===== config.mk =====
export PLATFORM = sky130hd
export DESIGN_NAME = phys_reg_free_list_flat
export DESIGN_NICKNAME = d
export VERILOG_FILES = /design/src/rtl/phys_reg_free_list_if.sv /design/src/rtl/phys_reg_free_list.sv /design/src/flat_wrapper.sv
export SDC_FILE = /design/constraint.sdc
export NUM_CORES = 1
export LEC_CHECK = 0
export ABC_AREA = 1
export BUFFER_PORTS_ARGS = -buffer_cell sky130_fd_sc_hd__buf_2
export CAP_MARGIN = 5
export CORE_UTILIZATION = 30
export DETAILED_ROUTE_END_ITERATION = 16
export HOLD_SLACK_MARGIN = 0.15
export PLACE_DENSITY_LB_ADDON = 0.1
export SYNTH_ARGS = -nofsm -noshare
export SYNTH_HDL_FRONTEND = slang
export SYNTH_SLANG_ARGS = --single-unit

===== constraint.sdc =====
create_clock -name clk -period 8.6 [get_ports clk]
set_clock_uncertainty 0.2 [all_clocks]
set_input_delay 1.29 -clock clk [delete_from_list [all_inputs] [get_ports clk]]
set_output_delay 1.29 -clock clk [all_outputs]
set_load 0.02 [all_outputs]

===== src/rtl/phys_reg_free_list_if.sv =====
// Rename/commit port bundle of the physical register free list.
interface phys_reg_free_list_if;
  localparam int unsigned PREG_W = 6;

  logic              alloc_req;
  logic              alloc_valid;
  logic [PREG_W-1:0] alloc_preg;
  logic              free_valid;
  logic [PREG_W-1:0] free_preg;
  logic              ckpt_save;
  logic              ckpt_restore;
  logic [PREG_W-1:0] free_count;
  logic              error;

  // Rename/commit side.
  modport master (
    output alloc_req, free_valid, free_preg, ckpt_save, ckpt_restore,
    input  alloc_valid, alloc_preg, free_count, error
  );

  // Free list side.
  modport slave (
    input  alloc_req, free_valid, free_preg, ckpt_save, ckpt_restore,
    output alloc_valid, alloc_preg, free_count, error
  );
endinterface


===== src/rtl/phys_reg_free_list.sv =====
// Circular free list of physical registers with a single head checkpoint
// for one-cycle branch mispredict recovery.
module phys_reg_free_list #(
  parameter int unsigned DEPTH      = 32,
  parameter int unsigned FIRST_FREE = 32
) (
  input  logic                 clk,
  input  logic                 rst,
  phys_reg_free_list_if.slave  bus
);
  localparam int unsigned PREG_W = 6;
  localparam int unsigned PTR_W  = 6;
  localparam int unsigned IDX_W  = 5;
  localparam logic [PTR_W-1:0] DEPTH_P = PTR_W'(DEPTH);
  localparam logic [PTR_W-1:0] ONE_P   = PTR_W'(1);

  logic [PREG_W-1:0] entries [DEPTH];

  logic [PTR_W-1:0]  head;
  logic [PTR_W-1:0]  tail;
  logic [PTR_W-1:0]  ckpt_head;
  logic [PTR_W-1:0]  free_count;
  logic              error;

  logic [PTR_W-1:0]  head_nxt;
  logic [PTR_W-1:0]  tail_nxt;
  logic [PTR_W-1:0]  ckpt_nxt;
  logic [PTR_W-1:0]  count;
  logic [PTR_W-1:0]  count_nxt;
  logic [PTR_W-1:0]  restore_span;
  logic              error_nxt;
  logic              alloc_fire;
  logic              wr_en;
  logic [IDX_W-1:0]  wr_idx;

  // Occupancy from the wrap-bit pointers.
  assign count = tail - head;

  // Grant is combinational; a restore cycle never grants.
  assign bus.alloc_valid = (count != '0) && !bus.ckpt_restore;
  assign bus.alloc_preg  = entries[head[IDX_W-1:0]];
  assign bus.free_count  = free_count;
  assign bus.error       = error;

  // Next-state pointers, checkpoint and protocol error.
  always_comb begin
    head_nxt     = head;
    tail_nxt     = tail;
    ckpt_nxt     = ckpt_head;
    error_nxt    = error;
    wr_en        = 1'b0;
    wr_idx       = tail[IDX_W-1:0];
    alloc_fire   = bus.alloc_req && bus.alloc_valid;
    restore_span = '0;

    if (bus.ckpt_restore) begin
      head_nxt = ckpt_head;
    end else if (alloc_fire) begin
      head_nxt = head + ONE_P;
    end

    // Full is judged on the pre-edge count; returning the zero reg is illegal.
    if (bus.free_valid) begin
      if ((count == DEPTH_P) || (bus.free_preg == '0)) begin
        error_nxt = 1'b1;
      end else begin
        wr_en    = 1'b1;
        tail_nxt = tail + ONE_P;
      end
    end

    // Snapshot the post-alloc head; a concurrent restore takes precedence.
    if (bus.ckpt_save && !bus.ckpt_restore) begin
      ckpt_nxt = head_nxt;
    end

    // More regs returned than were speculatively allocated since the snapshot.
    restore_span = tail_nxt - ckpt_head;
    if (bus.ckpt_restore && (restore_span > DEPTH_P)) begin
      error_nxt = 1'b1;
    end

    count_nxt = tail_nxt - head_nxt;
  end

  // Pointer, checkpoint, count and sticky error registers.
  always_ff @(posedge clk or posedge rst) begin
    if (rst) begin
      head       <= '0;
      tail       <= DEPTH_P;
      ckpt_head  <= '0;
      free_count <= DEPTH_P;
      error      <= 1'b0;
    end else begin
      head       <= head_nxt;
      tail       <= tail_nxt;
      ckpt_head  <= ckpt_nxt;
      free_count <= count_nxt;
      error      <= error_nxt;
    end
  end

  // Free list storage; reset loads the identity of the non-architectural regs.
  always_ff @(posedge clk or posedge rst) begin
    if (rst) begin
      for (int unsigned i = 0; i < DEPTH; i++) begin
        entries[IDX_W'(i)] <= PREG_W'(FIRST_FREE + i);
      end
    end else if (wr_en) begin
      entries[wr_idx] <= bus.free_preg;
    end
  end
endmodule

===== src/flat_wrapper.sv =====
// flat-port wrapper written by rule: the top's interface ports become plain ports
module phys_reg_free_list_flat 
#(
  parameter int unsigned DEPTH      = 32,
  parameter int unsigned FIRST_FREE = 32
)
  (clk, rst, bus_alloc_req, bus_free_valid, bus_free_preg, bus_ckpt_save, bus_ckpt_restore, bus_alloc_valid, bus_alloc_preg, bus_free_count, bus_error);
  phys_reg_free_list_if bus_i ();
  input  logic clk;
  input  logic rst;
  input wire logic [$bits(bus_i.alloc_req)-1:0] bus_alloc_req;
  input wire logic [$bits(bus_i.free_valid)-1:0] bus_free_valid;
  input wire logic [$bits(bus_i.free_preg)-1:0] bus_free_preg;
  input wire logic [$bits(bus_i.ckpt_save)-1:0] bus_ckpt_save;
  input wire logic [$bits(bus_i.ckpt_restore)-1:0] bus_ckpt_restore;
  output wire logic [$bits(bus_i.alloc_valid)-1:0] bus_alloc_valid;
  output wire logic [$bits(bus_i.alloc_preg)-1:0] bus_alloc_preg;
  output wire logic [$bits(bus_i.free_count)-1:0] bus_free_count;
  output wire logic [$bits(bus_i.error)-1:0] bus_error;
  assign bus_i.alloc_req = bus_alloc_req;
  assign bus_i.free_valid = bus_free_valid;
  assign bus_i.free_preg = bus_free_preg;
  assign bus_i.ckpt_save = bus_ckpt_save;
  assign bus_i.ckpt_restore = bus_ckpt_restore;
  assign bus_alloc_valid = bus_i.alloc_valid;
  assign bus_alloc_preg = bus_i.alloc_preg;
  assign bus_free_count = bus_i.free_count;
  assign bus_error = bus_i.error;
  phys_reg_free_list #(.DEPTH(DEPTH), .FIRST_FREE(FIRST_FREE)) u_core (.clk(clk), .rst(rst), .bus(bus_i));
endmodule

# Word-level counts from Yosys, hierarchy flattened
# Index checks and enable logic that the tools add are counted.
[totals]
in_bits = 12
wordCells = 76
output_inout_bits = 14
ff_bits = 217
[classes]
n_mux = 15
n_eq_ne = 1
addsub = 5
n_lt_le_gt_ge = 4
reduce_logical = 12
bitwise_logic = 2
[op_table]
columns = ["op", "n"]
rows = [
  ["$bwmux W192", 1],
  ["$mux W6", 7],
  ["$bmux W6 S5", 1],
  ["$demux W6 S5", 1],
  ["$sub A6 B6 Y6", 3],
  ["$add A6 B1 Y6 const B", 2],
  ["$ge A6 B6 Y1 const B", 2],
  ["$not A5 Y6", 2],
  ["$eq A6 B6 Y1 const B", 1],
  ["$gt A6 B6 Y1 const B", 1],
  ["$logic_not A6 Y1", 1],
  ["$lt A6 B1 Y1 const B", 1],
  ["$reduce_bool A6 Y1", 1],
  ["$logic_and A1 B1 Y1", 5],
  ["$mux W1", 5],
  ["$reduce_bool A2 Y1", 2],
  ["$reduce_and A2 Y1", 1],
  ["$logic_not A1 Y1", 1],
  ["$logic_or A1 B1 Y1", 1],
]

# Logic depth before layout (Yosys ltp)
[depth]
ltp_word = 10
mapped_depth = 29

# Least setup slack after synthesis
# No wires, ideal clock.
[synth_path]
kind = "register -> register"
startpoint = "register u_core.head[2]"
endpoint = "register u_core.error, in the netlist u_core.bus.error"
setup_slack_ns = 4.399
path_buffers = 1
t_arrival_ns = 3.882
stages_incl_launch_ff = 26
setup_time_ns = 0.119
cell_sequence = "dfrtp_1 clkbuf_1 clkinv_1 ha_1 or2_1 nand3b_2 nand2_2 nand2_1 nand2_2 nand2_2 nand2_4 nor2_8 inv_6 or2_2 o21ai_0 inv_1 ha_1 nand2_1 o21ai_0 a21oi_1 nor2_1 nor2_1 xor2_1 nand3b_1 nand3_1 nand2_1"
[synth_between]
elab_chain_cells = 10
elab_cells_between_ends = 12
classes_between = "add/sub (2); order compare (1); eq/ne (1); mux (3); reduce/logical (5)"
[synth_rtl]
columns = ["item", "line", "text"]
rows = [
  ["start, declared", "phys_reg_free_list.sv:19", "logic [PTR_W-1:0] head;"],
  ["start signal, assigned", "phys_reg_free_list.sv:95", "head <= head_nxt;"],
  ["$sub A6 B6 Y6 (*)", "phys_reg_free_list.sv:37", "assign count = tail - head;"],
  ["$eq A6 B6 Y1 (*)", "phys_reg_free_list.sv:64", "if ((count == DEPTH_P) || (bus.free_preg == '0)) begin"],
  ["$logic_or A1 B1 Y1 (*)", "phys_reg_free_list.sv:64", ""],
  ["$mux W6 (*)", "phys_reg_free_list.sv:64", ""],
  ["$mux W6 (*)", "phys_reg_free_list.sv:63", "if (bus.free_valid) begin"],
  ["via u_core.tail_nxt[1]", "phys_reg_free_list.sv:26", "logic [PTR_W-1:0] tail_nxt;"],
  ["$sub A6 B6 Y6 (*)", "phys_reg_free_list.sv:78", "restore_span = tail_nxt - ckpt_head;"],
  ["$gt A6 B6 Y1 (*)", "phys_reg_free_list.sv:79", "if (bus.ckpt_restore && (restore_span > DEPTH_P)) begin"],
  ["$logic_and A1 B1 Y1 (*)", "phys_reg_free_list.sv:79", ""],
  ["$reduce_bool A2 Y1 (no line)", "n/a", ""],
  ["$reduce_and A2 Y1 (no line)", "n/a", ""],
  ["end signal, assigned", "phys_reg_free_list.sv:99", "error <= error_nxt;"],
  ["end, declared", "phys_reg_free_list.sv:23", "logic error;"],
]
# The timed path passes the listed nets; every way through them passes the cells marked *.
# A chain may end at the register's enable or synchronous reset.

# Final worst setup path
# Same ends and word-level chain as after synthesis.

==> results.sh <==
export IMPL_seq_area_frac_synth=0.517
export IMPL_synth_edf_count=0
export IMPL_ctsResizeCount=0
export IMPL_n_antenna_cell=0
export IMPL_worstPathMaxFanout=21
export IMPL_start_util=0.304
export IMPL_numCtsBuffers=27
export IMPL_post_route_period_util=0.617
export IMPL_ioPinCount=26
export IMPL_tightest_slew_ns=0.927
export IMPL_path_class="flop to flop"
export IMPL_p_per_area_mw_per_mm2=416
export IMPL_htreeDepth=1
export IMPL_place_inst=1677
export IMPL_synthCells=1267
export IMPL_holdPathStages=2
export IMPL_cap_violations=0
export IMPL_final_cells=1725
export IMPL_routedWlPerCell_um=18.6
export IMPL_drive_gt1_frac=0.192
export IMPL_drt_initial_drc_count=540
export IMPL_postCtsSetupRepairBufs=0
export IMPL_rr_startpoint="u_core.head[2]"
export IMPL_synth_main_ff_cell="dfstp_2"
export IMPL_drt_total_wl_um=32200
export IMPL_n_fill_cell=3777
export IMPL_fin_crit_ns=5.31
export IMPL_end_kind="flop"
export IMPL_gp_congestion=0.791
export IMPL_relSlewSlack=0.377
export IMPL_vias_per_cell=4.91
export IMPL_cts_tree="built"
export IMPL_drc=0
export IMPL_syn_area_per_cell_um2=8.51
export IMPL_setup_viol=0
export IMPL_vias=8476
export IMPL_die_h_um=192
export IMPL_insertion_delay_ns=0.54
export IMPL_cts_root_buf="clkbuf_16"
export IMPL_finalSetupTns_ns=0
export IMPL_hp_class="flop to flop"
export IMPL_antenna_found_initial=0
export IMPL_syn_nets=1301
export IMPL_area_growth_pct=11.5
export IMPL_overflow=0
export IMPL_synth_seq_cells=217
export IMPL_regArea_mm2=0.00557
export IMPL_required_ns=8.82
export IMPL_r2r_setup_slack_ns=3.29
export IMPL_first_pass_iters=5
export IMPL_ir_drop_mv=0.163
export IMPL_finalHoldViolations=0
export IMPL_grt_pass1_wl_um=51300
export IMPL_fp_row_count=69
export IMPL_clk_pin_slew_ns=0.06
export IMPL_r2r_cells=24
export IMPL_grt_max_degree=101
export IMPL_core_area_mm2=0.0355
export IMPL_dieArea_mm2=0.0367
export IMPL_first_global_vias=8495
export IMPL_status="finished clean"
export IMPL_hold_end="u_core.entries[35]"
export IMPL_multi_input_area_mm2=0.00453
export IMPL_fp_dieW_um=192
export IMPL_holdBufCountCts=0
export IMPL_finalNetCount=1279
export IMPL_synthDistinctLibCells=36
export IMPL_globalRouteTotalUtil=0.183
export IMPL_fmax_ghz=0.188
export IMPL_synthArstFlopShare=1.00
export IMPL_dp_hpwl_um=20100
export IMPL_cts_sinks=217
export IMPL_hp_start="u_core.entries[35]"
export IMPL_r2r_end="u_core.bus.error"
export IMPL_syn_area_mm2=0.0108
export IMPL_slew_viol_final=0
export IMPL_crit_arrival_ns=5.53
export IMPL_rsz0062_at_grt="false"
export IMPL_clock_path_buffers=3
export IMPL_p_leak_nw=5.14
export IMPL_ys_warn_count=0
export IMPL_numPortBuffers=25
export IMPL_cp_start_kind="flop"
export IMPL_postRouteAntennaNets=0
## metrics by stage
step | setup slack [ns] | util | instance area, um2 | total power [mW] | hold WS (ns)
after floorplan | 1.36 | - | 10800 | 3.32 | 0.248
after global placement | 3.43 | 0.315 | 11200 | 3.94 | 0.258
after detailed placement | 3.34 | 0.315 | 11200 | 3.95 | 0.262
after CTS | 3.30 | 0.339 | 12000 | 5.08 | 0.271
after global routing | 2.90 | 0.339 | 12000 | 5.42 | 0.280
final | 3.29 | 0.339 | 12000 | 5.01 | 0.271
## cell usage in the layout (no fill, tap or decap), types with 11 or more instances in the layout
cell type | synthesis | routed
nand2_1 | 270 | 270
o21ai_1 | 177 | 177
o21ai_0 | 123 | 123
dfstp_2 | 114 | 114
nor2_1 | 111 | 111
dfrtp_1 | 103 | 102
inv_1 | 61 | 59
nand3_1 | 36 | 36
nand2_2 | 33 | 33
o22ai_1 | 29 | 29
clkbuf_16 | 0 | 27
buf_2 | 12 | 25
ha_1 | 20 | 20
a21oi_1 | 19 | 19
o221ai_1 | 19 | 19
xor2_1 | 15 | 15
buf_4 | 14 | 12
nand4_1 | 11 | 11
## synthesized netlist by cell type (all sizes together) (3+ instances only)
cell	count	area, um2
nand4	11	68.8
nor2	117	523
nand2	304	1230
o21ai	303	1530
a21oi	19	95.1
dfrtp	103	2580
buf	30	210
inv	62	238
o22ai	29	181
clkinv	3	11.3
xor2	15	131
clkbuf	59	221
dfstp	114	3000
o221ai	19	166
nor3	8	40.0
ha	20	250
o211ai	5	37.5
nand3	36	180
## registers in the layout, indices dropped and copies added, names as in the netlist
name	cells
u_core.tail	6
u_core.head	6
u_core.ckpt_head	6
u_core.bus.free_count	6
u_core.bus.error	1
u_core.entries	192
## worst max path at each step
stage	from	end	slack [ns]	depth (start not counted)
6_report	u_core.head[2]	u_core.bus.error	3.29	24
5_1_grt	u_core.head[2]	u_core.bus.error	2.90	24
4_1_cts	u_core.head[2]	u_core.bus.error	3.30	24
3_5_place_dp	u_core.head[2]	u_core.bus.error	3.34	24
3_3_place_gp	bus_free_preg[0]	u_core.bus.error	3.43	18
2_1_floorplan	rst	u_core.bus.error	1.36	1
## area by class of cell
cell class	count	area share
tap	461	0.0480
clock inverter	7	0.00323
sequential	217	0.464
clock buffer	41	0.0672
multi-input combinational	896	0.377
inverter	65	0.0213
timing repair buffer	38	0.0196
## kinds of logic (layout without fill, tap and decap cells)
group	Yosys count	in the layout	synth area share
AO/OA/AOI/OAI	377	377	0.188
XOR/XNOR	16	16	0.0130
adder cells (fa/ha/maj)	22	22	0.0269
buffers and inverters	154	151	0.0631
flip-flops	217	217	0.517
AND/OR/NAND/NOR	481	481	0.193
## per-layer routing
layer,share of wire,wire [um],up-vias,track usage
met5,0,0,-,0
met3,0.031,1010,41,0.0261
met1,0.49,15700,4109,0.260
met2,0.47,15000,127,0.296
li1,-,-,4199,-
met4,0.015,486,0,0.0342
## where the power goes
group / total, mW / switching (mW) / internal [mW]
Clock: 1.09 / 0.445 / 0.643
Sequential: 1.89 / 0.268 / 1.62
Combinational: 2.03 / 1.32 / 0.708
Total: 5.01 / 2.03 / 2.97
## worst max-delay path, cell delays in order (launching register included)
cell	delay, ns
dfrtp_1	0.88
clkinv_1	0.59
ha_1	0.53
or2_1	0.28
nand3b_2	0.12
nand2_2	0.06
nand2_1	0.08
nand2_2	0.06
nand2_2	0.10
nand2_4	0.08
nor2_8	0.15
inv_6	0.10
or2_2	0.28
o21ai_0	0.16
inv_1	0.18
ha_1	0.31
nand2_1	0.04
o21ai_0	0.30
a21oi_1	0.11
nor2_1	0.11
nor2_1	0.06
xor2_1	0.14
nand3b_1	0.16
nand3_1	0.07
nand2_1	0.05
Power figures use the tool's default switching activity.
